$ cat config.mk
export PLATFORM = sky130hd
export DESIGN_NAME = layer_colorizer
export DESIGN_NICKNAME = d
export VERILOG_FILES = /design/src/rtl/layer_colorizer.sv
export SDC_FILE = /design/constraint.sdc
export NUM_CORES = 1
export LEC_CHECK = 0
export CAP_MARGIN = 5
export CORE_MARGIN = 3
export CORE_UTILIZATION = 45
export CTS_BUF_LIST = sky130_fd_sc_hd__clkbuf_8
export DETAILED_ROUTE_END_ITERATION = 8
export PLACE_DENSITY = 0.66
export RECOVER_POWER = 25
export SLEW_MARGIN = 40
export SYNTH_ARGS = -nofsm -noshare
export SYNTH_HDL_FRONTEND = slang
export SYNTH_SLANG_ARGS = --single-unit
$ cat constraint.sdc
create_clock -name clk -period 3.04 [get_ports clk]
set_input_delay 0.608 -clock clk [delete_from_list [all_inputs] [get_ports clk]]
set_output_delay 0.608 -clock clk [all_outputs]
set_load 0.01 [all_outputs]
$ cat src/rtl/layer_colorizer.sv
// Two-stage pixel colorizer: resolves prioritised, optionally blinking icon layers over a
// world-map index and maps the winner through run-time writable world/icon palettes.
`timescale 1ns/1ps
module layer_colorizer #(
    parameter int unsigned COLOR_W      = 4,
    parameter int unsigned WORLD_W      = 2,
    parameter int unsigned ICON_W       = 2,
    parameter int unsigned NUM_ICONS    = 2,
    parameter int unsigned ADDR_W       = 2,
    parameter int unsigned BLINK_FRAMES = 30
) (
    input  logic                          clk,
    input  logic                          rst_n,
    input  logic                          video_on,
    input  logic [WORLD_W-1:0]            world_pixel,
    input  logic [NUM_ICONS*ICON_W-1:0]   icon,
    input  logic [NUM_ICONS-1:0]          blink_en,
    input  logic                          frame_tick,
    input  logic                          pal_we,
    input  logic                          pal_sel,
    input  logic [ADDR_W-1:0]             pal_addr,
    input  logic [3*COLOR_W-1:0]          pal_wdata,
    output logic [COLOR_W-1:0]            red,
    output logic [COLOR_W-1:0]            green,
    output logic [COLOR_W-1:0]            blue,
    output logic                          video_on_q
);
    localparam int unsigned RGB_W   = 3 * COLOR_W;
    localparam int unsigned WORLD_N = 1 << WORLD_W;
    localparam int unsigned ICON_N  = 1 << ICON_W;
    localparam int unsigned CNT_W   = (BLINK_FRAMES > 1) ? $clog2(BLINK_FRAMES) : 1;

    localparam logic [COLOR_W-1:0] C_F      = '1;
    localparam logic [COLOR_W-1:0] C_0      = '0;
    localparam logic [COLOR_W-1:0] C_8      = COLOR_W'(1 << (COLOR_W - 1));
    localparam logic [CNT_W-1:0]   CNT_LAST = CNT_W'(BLINK_FRAMES - 1);

    function automatic logic [RGB_W-1:0] world_default(input int unsigned idx);
        case (idx)
            0:       world_default = {C_F, C_F, C_F};
            2:       world_default = {C_F, C_0, C_0};
            default: world_default = '0;
        endcase
    endfunction

    function automatic logic [RGB_W-1:0] icon_default(input int unsigned idx);
        case (idx)
            1:       icon_default = {C_0, C_F, C_0};
            2:       icon_default = {C_0, C_0, C_F};
            3:       icon_default = {C_F, C_F, C_8};
            default: icon_default = '0;
        endcase
    endfunction

    logic [RGB_W-1:0]   world_pal_q [WORLD_N];
    logic [RGB_W-1:0]   world_pal_d [WORLD_N];
    logic [RGB_W-1:0]   icon_pal_q  [ICON_N];
    logic [RGB_W-1:0]   icon_pal_d  [ICON_N];
    logic               s1_video_on_q, s1_video_on_d;
    logic [WORLD_W-1:0] s1_world_q, s1_world_d;
    logic [ICON_W-1:0]  s1_icon_q, s1_icon_d;
    logic [RGB_W-1:0]   rgb_q, rgb_d;
    logic               video_on_d;
    logic [CNT_W-1:0]   blink_cnt_q, blink_cnt_d;
    logic               blink_phase_q, blink_phase_d;

    // Palette writes; out-of-range addresses and the transparent icon slot are dropped.
    always_comb begin
        world_pal_d = world_pal_q;
        icon_pal_d  = icon_pal_q;
        if (pal_we) begin
            if (!pal_sel) begin
                if ((pal_addr >> WORLD_W) == '0)
                    world_pal_d[pal_addr[WORLD_W-1:0]] = pal_wdata;
            end else if (((pal_addr >> ICON_W) == '0) && (pal_addr != '0)) begin
                icon_pal_d[pal_addr[ICON_W-1:0]] = pal_wdata;
            end
        end
    end

    // Blink pacing: advance only on frame ticks, toggle phase on wrap.
    always_comb begin
        blink_cnt_d   = blink_cnt_q;
        blink_phase_d = blink_phase_q;
        if (frame_tick) begin
            if (blink_cnt_q == CNT_LAST) begin
                blink_cnt_d   = '0;
                blink_phase_d = ~blink_phase_q;
            end else begin
                blink_cnt_d = blink_cnt_q + CNT_W'(1);
            end
        end
    end

    // Stage 1: walk from lowest to highest priority so layer 0 wins last.
    always_comb begin
        s1_video_on_d = video_on;
        s1_world_d    = world_pixel;
        s1_icon_d     = '0;
        for (int i = int'(NUM_ICONS) - 1; i >= 0; i--) begin
            if ((icon[i*ICON_W +: ICON_W] != '0) && !(blink_en[i] && blink_phase_q))
                s1_icon_d = icon[i*ICON_W +: ICON_W];
        end
    end

    // Stage 2: palette lookup against the pre-write palette contents.
    always_comb begin
        rgb_d      = '0;
        video_on_d = s1_video_on_q;
        if (s1_video_on_q) begin
            if (s1_icon_q != '0) rgb_d = icon_pal_q[s1_icon_q];
            else                 rgb_d = world_pal_q[s1_world_q];
        end
    end

    always_ff @(posedge clk or negedge rst_n) begin
        if (!rst_n) begin
            for (int unsigned i = 0; i < WORLD_N; i++) world_pal_q[i] <= world_default(i);
            for (int unsigned i = 0; i < ICON_N; i++)  icon_pal_q[i]  <= icon_default(i);
            s1_video_on_q <= 1'b0;
            s1_world_q    <= '0;
            s1_icon_q     <= '0;
            rgb_q         <= '0;
            video_on_q    <= 1'b0;
            blink_cnt_q   <= '0;
            blink_phase_q <= 1'b0;
        end else begin
            world_pal_q   <= world_pal_d;
            icon_pal_q    <= icon_pal_d;
            s1_video_on_q <= s1_video_on_d;
            s1_world_q    <= s1_world_d;
            s1_icon_q     <= s1_icon_d;
            rgb_q         <= rgb_d;
            video_on_q    <= video_on_d;
            blink_cnt_q   <= blink_cnt_d;
            blink_phase_q <= blink_phase_d;
        end
    end

    assign red   = rgb_q[RGB_W-1 -: COLOR_W];
    assign green = rgb_q[2*COLOR_W-1 -: COLOR_W];
    assign blue  = rgb_q[COLOR_W-1:0];

endmodule

==> results of run 1 <==
-- cell type report --
cell class	instances	area, um^2	share of cell area
clock buffers	9	124	0.0226
clock inverters	7	68.8	0.0126
inverters	6	22.5	0.00411
multi-input cells	194	1840	0.337
flip-flops and latches	108	2740	0.501
well taps	133	166	0.0304
repair buffers	53	505	0.0923
-- where the power goes --
| group | total (mW) | internal [mW] | switching, mW | leakage (nW) |
|---|---|---|---|---|
| registers | 2.04 | 1.84 | 0.206 | 1.25 |
| logic | 0.821 | 0.480 | 0.341 | 0.989 |
| clock network | 0.839 | 0.378 | 0.460 | 0.0945 |
| total | 3.70 | 2.69 | 1.01 | 2.34 |
-- cells in the mapped netlist --
cell type	n	share of area
a211o_1	2	0.0037
a211oi_1	12	0.019
a21oi_1	4	0.0042
a22o_1	12	0.022
a31oi_1	1	0.0013
buf_2	5	0.0053
buf_4	6	0.0096
buf_6	1	0.0024
clkbuf_1	6	0.0048
dfrtp_1	75	0.40
dfstp_2	33	0.18
ha_1	2	0.0053
inv_1	6	0.0048
mux2_2	84	0.20
mux2i_1	38	0.081
nand2_1	3	0.0024
nand2b_1	3	0.0040
nand3_1	1	0.0011
nand3b_1	1	0.0016
nand4_1	3	0.0040
nand4b_1	3	0.0056
nor2_1	1	0.00080
nor3_1	1	0.0011
nor3_2	1	0.0021
nor3b_1	1	0.0016
nor3b_2	2	0.0053
o2111ai_1	1	0.0019
o21ai_0	14	0.015
o221ai_1	2	0.0037
xor2_1	2	0.0037
-- path summary, 6_finish.rpt --
path / start / slack, ps / cells past startpoint / end
min in group asynchronous: rst_n / 560 / 1 / icon_pal_q[35]
setup / recovery: s1_icon_q[1] / 1040 / 3 / rgb_q[8]
max in group asynchronous: rst_n / 1510 / 2 / icon_pal_q[13]
hold / removal: blink_cnt_q[4] / 500 / 1 / blink_cnt_q[4]
setup reg to reg: s1_icon_q[1] / 1040 / 3 / rgb_q[8]
hold reg to reg: blink_cnt_q[4] / 500 / 1 / blink_cnt_q[4]
-- flip-flops by register name, summed over array words and instances, names as in the netlist --
| register | cells |
|---|---|
| s1_video_on_q | 1 |
| s1_icon_q | 2 |
| video_on_q | 1 |
| icon_pal_q | 36 |
| blink_cnt_q | 5 |
| world_pal_q | 48 |
| s1_world_q | 2 |
| rgb_q | 12 |
| blink_phase_q | 1 |
-- metal layers --
metal,vias to the layer above,wire length (um)
met5,-,0
met4,0,88
met3,8,237
met2,31,4610
met1,1422,4330
li1,1297,-
-- through the flow --
| stage | area, um^2 | setup slack [ps] | power, mW |
|---|---|---|---|
| CTS | 5480 | 1040 | 3.74 |
| detailed placement | 5280 | 825 | 2.90 |
| floorplan | 4710 | 1340 | 2.56 |
| finish | 5470 | 1040 | 3.70 |
| global route | 5470 | 924 | 3.92 |
| global placement | 5280 | 843 | 2.87 |
-- worst max-delay path: cells and delay by family (launching register included) --
family             cells  cell delay, ps
DFF                    1             810
and+or+nand+nor        1             600
AOI/OAI and AO/OA      2             470
-- cell families after synthesis --
| group | after synthesis |
|---|---|
| muxes | 122 |
| DFF | 108 |
| AOI/OAI and AO/OA | 48 |
| buffers and inverters | 24 |
| and+or+nand+nor | 20 |
| xor gates and xnor gates | 2 |
| adders and majority gates | 2 |
-- cells in the final DEF, fill, tap and decap left out, types with 3 or more instances in the layout --
| cell type | netlist | final |
|---|---|---|
| a211oi_1 | 12 | 12 |
| a21oi_1 | 4 | 4 |
| a22o_1 | 12 | 12 |
| buf_4 | 6 | 12 |
| clkbuf_8 | 0 | 9 |
| clkdlybuf4s50_1 | 0 | 36 |
| clkinvlp_4 | 0 | 3 |
| dfrtp_1 | 75 | 75 |
| dfstp_2 | 33 | 33 |
| dlygate4sd3_1 | 0 | 3 |
| inv_1 | 6 | 8 |
| mux2_2 | 84 | 84 |
| mux2i_1 | 38 | 38 |
| nand2_1 | 3 | 3 |
| nand2b_1 | 3 | 3 |
| nand4_1 | 3 | 3 |
| nand4b_1 | 3 | 3 |
| o21ai_0 | 14 | 14 |
==> run metrics, run 1 <==
GR Util met3=0.0257; ANT cells=0; CP Cell Sequence=nand2b_1 > o21ai_0 > a211oi_1; Worst EP required=between 3000 and 4000 ps; Syn Std Cell Area=roughly 4700 um^2; gr busiest metal=met2; die area=roughly 12000 um^2; DRC Markers=0; sequential share of the synthesized area=0.582; xor and xnor area share after synthesis=0.00372; GP Congestion=about 0.73; CP Data Arrival Time=around 2200 ps; outcome=completed; clock skew=11.2 ps; total leakage power=approximately 2.3 nW; Pwr Density=676 nW/um^2; core box area=approximately 10000 um^2; Avg Vias per Cell=between 5 and 6; crit path capture type=flop; post-route insts no fill=510; Max-slew headroom=0.103; Total GRT Usage=0.170; Worst setup SP type=flop; Post-Synth Simple-Gate Area=0.0295; Setup violations, final=0; Slew Limit Fails=0; Die W=between 100 and 150 um; dpl cells=494; largest net degree at the start of global routing=56; Syn Nets=approximately 360; crit path max-delay cell type=dfrtp_1; Post-Syn Instances=approximately 330; CP max stage delay=slightly above 800 ps; adder-cell area share of the yosys netlist=0.00531; CTS resizes=0; fmax=between 500 and 600 MHz; share of cells above drive strength 1=0.393; Compound-Gate Fraction of Synth Area=0.0711; maximum vdd drop=0.275 mV; WL/cell=between 15 and 20 um; TNS Setup=0 ps; Max clock buf depth=2; smallest hold slack=503 ps; antenna-violating nets left=0; Area growth, synth to finish=16.1%; final number of hold-violating endpoints=0; syn_area_per_cell=14.5 um^2; fin util=0.547; RSZ-0062 raised after global routing=no; Worst-path clk slew=~100 ps; Fillers=between 800 and 900; I/O Pins=a little over 40; Crit Path Class=reg2reg; Yosys warnings=0; grt total ovfl=0; largest family of logic cells by synthesized area=multiplexers; Hold-fix buffers, CTS=0; Synth Register Bits=between 100 and 150; mux share of post-synthesis cell area=0.281; Setup Buffers After CTS=0; fin crit share=0.657; CTS Sinks=roughly 110; initial antenna violation count=0; Min Clock Period, post-route=2000 ps; root buf cell=clkbuf_8; clock latency at the later pin of the worst-skew pair=350 ps; Die Ht=~110 um; WL final=between 9000 and 10000 um; drt pass-1 iters=4; met1 GRT Util=0.234; CP Max Fanout=15; Worst-Margin Slew=~1300 ps; initial core utilization=0.471; post-synth cell types=30; Detailed Place HPWL=roughly 5800 um; Nets=402; global-route wire length before repair=between 15000 and 20000 um; max cap viols=0; initial drt markers=between 100 and 150; Tightest Hold Check Type=reg2reg; met2 global-route usage=0.281; PortBufs=40; # H-tree levels=3; TritonCTS clock tree=built; CTS buffer count=9; Row Count=36; Vias=between 2000 and 3000; vias in the first global route=approximately 2900
Note: power is estimated with default switching activity, not from simulation.
==> inputs of run 2 (changes only) <==
- PLACE_DENSITY: 0.66 -> 0.68
- clock period: 3.04 -> 1.7 ns (I/O delays scaled with it)
==> run metrics, run 2 (same netlist as run 1, synthesis figures left out) <==
Worst EP required=1360 ps (was 3280 ps); largest net degree at the start of global routing=37 (was 56); drt pass-1 iters=4 (unchanged); PortBufs=40 (unchanged); initial core utilization=0.471 (unchanged); # H-tree levels=3 (unchanged); worst path bufs/invs=1 (was 0); Slew Limit Fails=0 (unchanged); Total GRT Usage=0.179 (was 0.170); Max clock buf depth=2 (unchanged); CTS buffer count=9 (unchanged); core box area=10000 um^2 (unchanged); share of cells above drive strength 1=0.401 (was 0.393); max reg flops=48 (unchanged); die area=11700 um^2 (unchanged); Avg Vias per Cell=5.53 (was 5.41); ANT cells=0 (unchanged); maximum vdd drop=0.499 mV (was 0.275 mV); CP Cell Sequence=clkdlybuf4s50_1 (was nand2b_1 > o21ai_0 > a211oi_1); final number of hold-violating endpoints=0 (unchanged); CP max stage delay=530 ps (was 810 ps); total leakage power=2.45 nW (was 2.34 nW); dpl cells=503 (was 494); biggest regs=world_pal_q: 48 flops, icon_pal_q: 36 flops, rgb_q: 12 flops (unchanged); initial antenna violation count=0 (unchanged); WL/cell=18.5 um (was 18.2 um); RSZ-0062 raised after global routing=no (unchanged); TNS Setup=0 ps (unchanged); CP Max Fanout=1 (was 15); Crit Path Class=reg2out (was reg2reg); commonest non-fill, non-tap cell in the layout=mux2_2 (unchanged); Worst-Margin Slew=972 ps (was 1350 ps); Row Count=36 (unchanged); clock latency at the later pin of the worst-skew pair=370 ps (was 350 ps); fin crit share=0.925; Worst-path clk slew=100 ps (about the same); Pwr Density=1210 nW/um^2 (was 676 nW/um^2); crit path max-delay cell type=clkdlybuf4s50_1 (was dfrtp_1); Die W=108 um (unchanged); grt total ovfl=0 (unchanged); fmax=636 MHz; clock skew=12.4 ps (was 11.2 ps); fin util=0.568 (was 0.547); Min Clock Period, post-route=~1600 ps; Setup violations, final=0 (unchanged); Tightest Hold Check Type=reg2reg (unchanged); Vias=2877 (was 2758); antenna-violating nets left=0 (unchanged); most frequent cells in the layout=84 x mux2_2, 75 x dfrtp_1, 38 x mux2i_1 (unchanged); Area growth, synth to finish=20.6% (was 16.1%); vias in the first global route=2978 (was 2877); DRC Markers=0 (unchanged); TritonCTS clock tree=built (unchanged); global-route wire length before repair=15800 um (was 15100 um); Detailed Place HPWL=6410 um (was 5840 um); Nets=412 (was 402); I/O Pins=41 (unchanged); Worst setup SP type=flop (unchanged); crit path capture type=output port (was flop); post-route insts no fill=520 (was 510); Die Ht=108 um (unchanged); Reg with most FFs=world_pal_q (unchanged); initial drt markers=131 (was 110); CTS Sinks=108 (unchanged); CP top delay family=buffers and inverters (was flip-flops); max cap viols=0 (unchanged); root buf cell=clkbuf_8 (unchanged); CP Data Arrival Time=1230 ps (was 2240 ps); WL final=9620 um (was 9260 um); outcome=completed (unchanged); GP Congestion=0.756 (was 0.725); Max-slew headroom=0.352 (was 0.103)
## run 2: cell types whose count changed in the layout (fill, tap and decap cells not counted), sizes merged
cell,delta
buf,+9
bufinv,+1
clkbuf,+1
clkinvlp,-3
dlygate4sd3,+1
inv,+1
## run 2: per-layer routing
metal  vias up  track usage  wire length [um]
met5         -            0                 0
met4         0       0.0469               129
met3        10       0.0436               352
met2        50        0.292              4800
met1      1503        0.242              4330
li1       1314            -                 -
## run 2: path summary, 6_finish.rpt
path | slack [ps] | cells past startpoint | to | start
min in group asynchronous | 660 | 2 | rgb_q[9] | rst_n
min reg2reg | 500 | 1 | blink_cnt_q[4] | blink_cnt_q[4]
max reg2reg | 200 | 4 | rgb_q[3] | s1_icon_q[0]
max | 130 | 1 | red[1] | rgb_q[9]
min | 500 | 1 | blink_cnt_q[4] | blink_cnt_q[4]
max in group asynchronous | 290 | 3 | world_pal_q[36] | rst_n
## run 2: per-stage QoR
step / instance area (um^2) / hold slack (ps) / total power [mW] / setup WS (ps)
global route: 5680 / 513 / 7.26 / 41.4
floorplan: 4710 / 44.4 / 4.58 / 268
detailed placement: 5460 / 339 / 5.26 / -186
global placement: 5460 / 342 / 5.19 / -171
finish: 5680 / 496 / 6.86 / 128
CTS: 5690 / 402 / 6.93 / 106
## run 2: layout make-up
class	count	area [um^2]
sequential	108	2740
tap	133	166
clock buffer	10	138
fill	834	4320
timing repair buffer	63	696
inverter	6	22.5
multi-input combinational	194	1840
clock inverter	6	75.1
## run 2: report_power, final
group	internal, mW	total (mW)	leakage, nW	switching (mW)
logic	0.915	1.56	1.08	0.643
registers	3.28	3.64	1.25	0.356
clock network	0.851	1.66	0.121	0.811
## run 2: what timing repair did
action                                  in CTS  in global routing
endpoints found under the hold margin       22                  0
resized for setup                            0                  0
buffers inserted                             0                  0
hold buffers                                 1                  0
endpoints found under the setup margin       0                  0
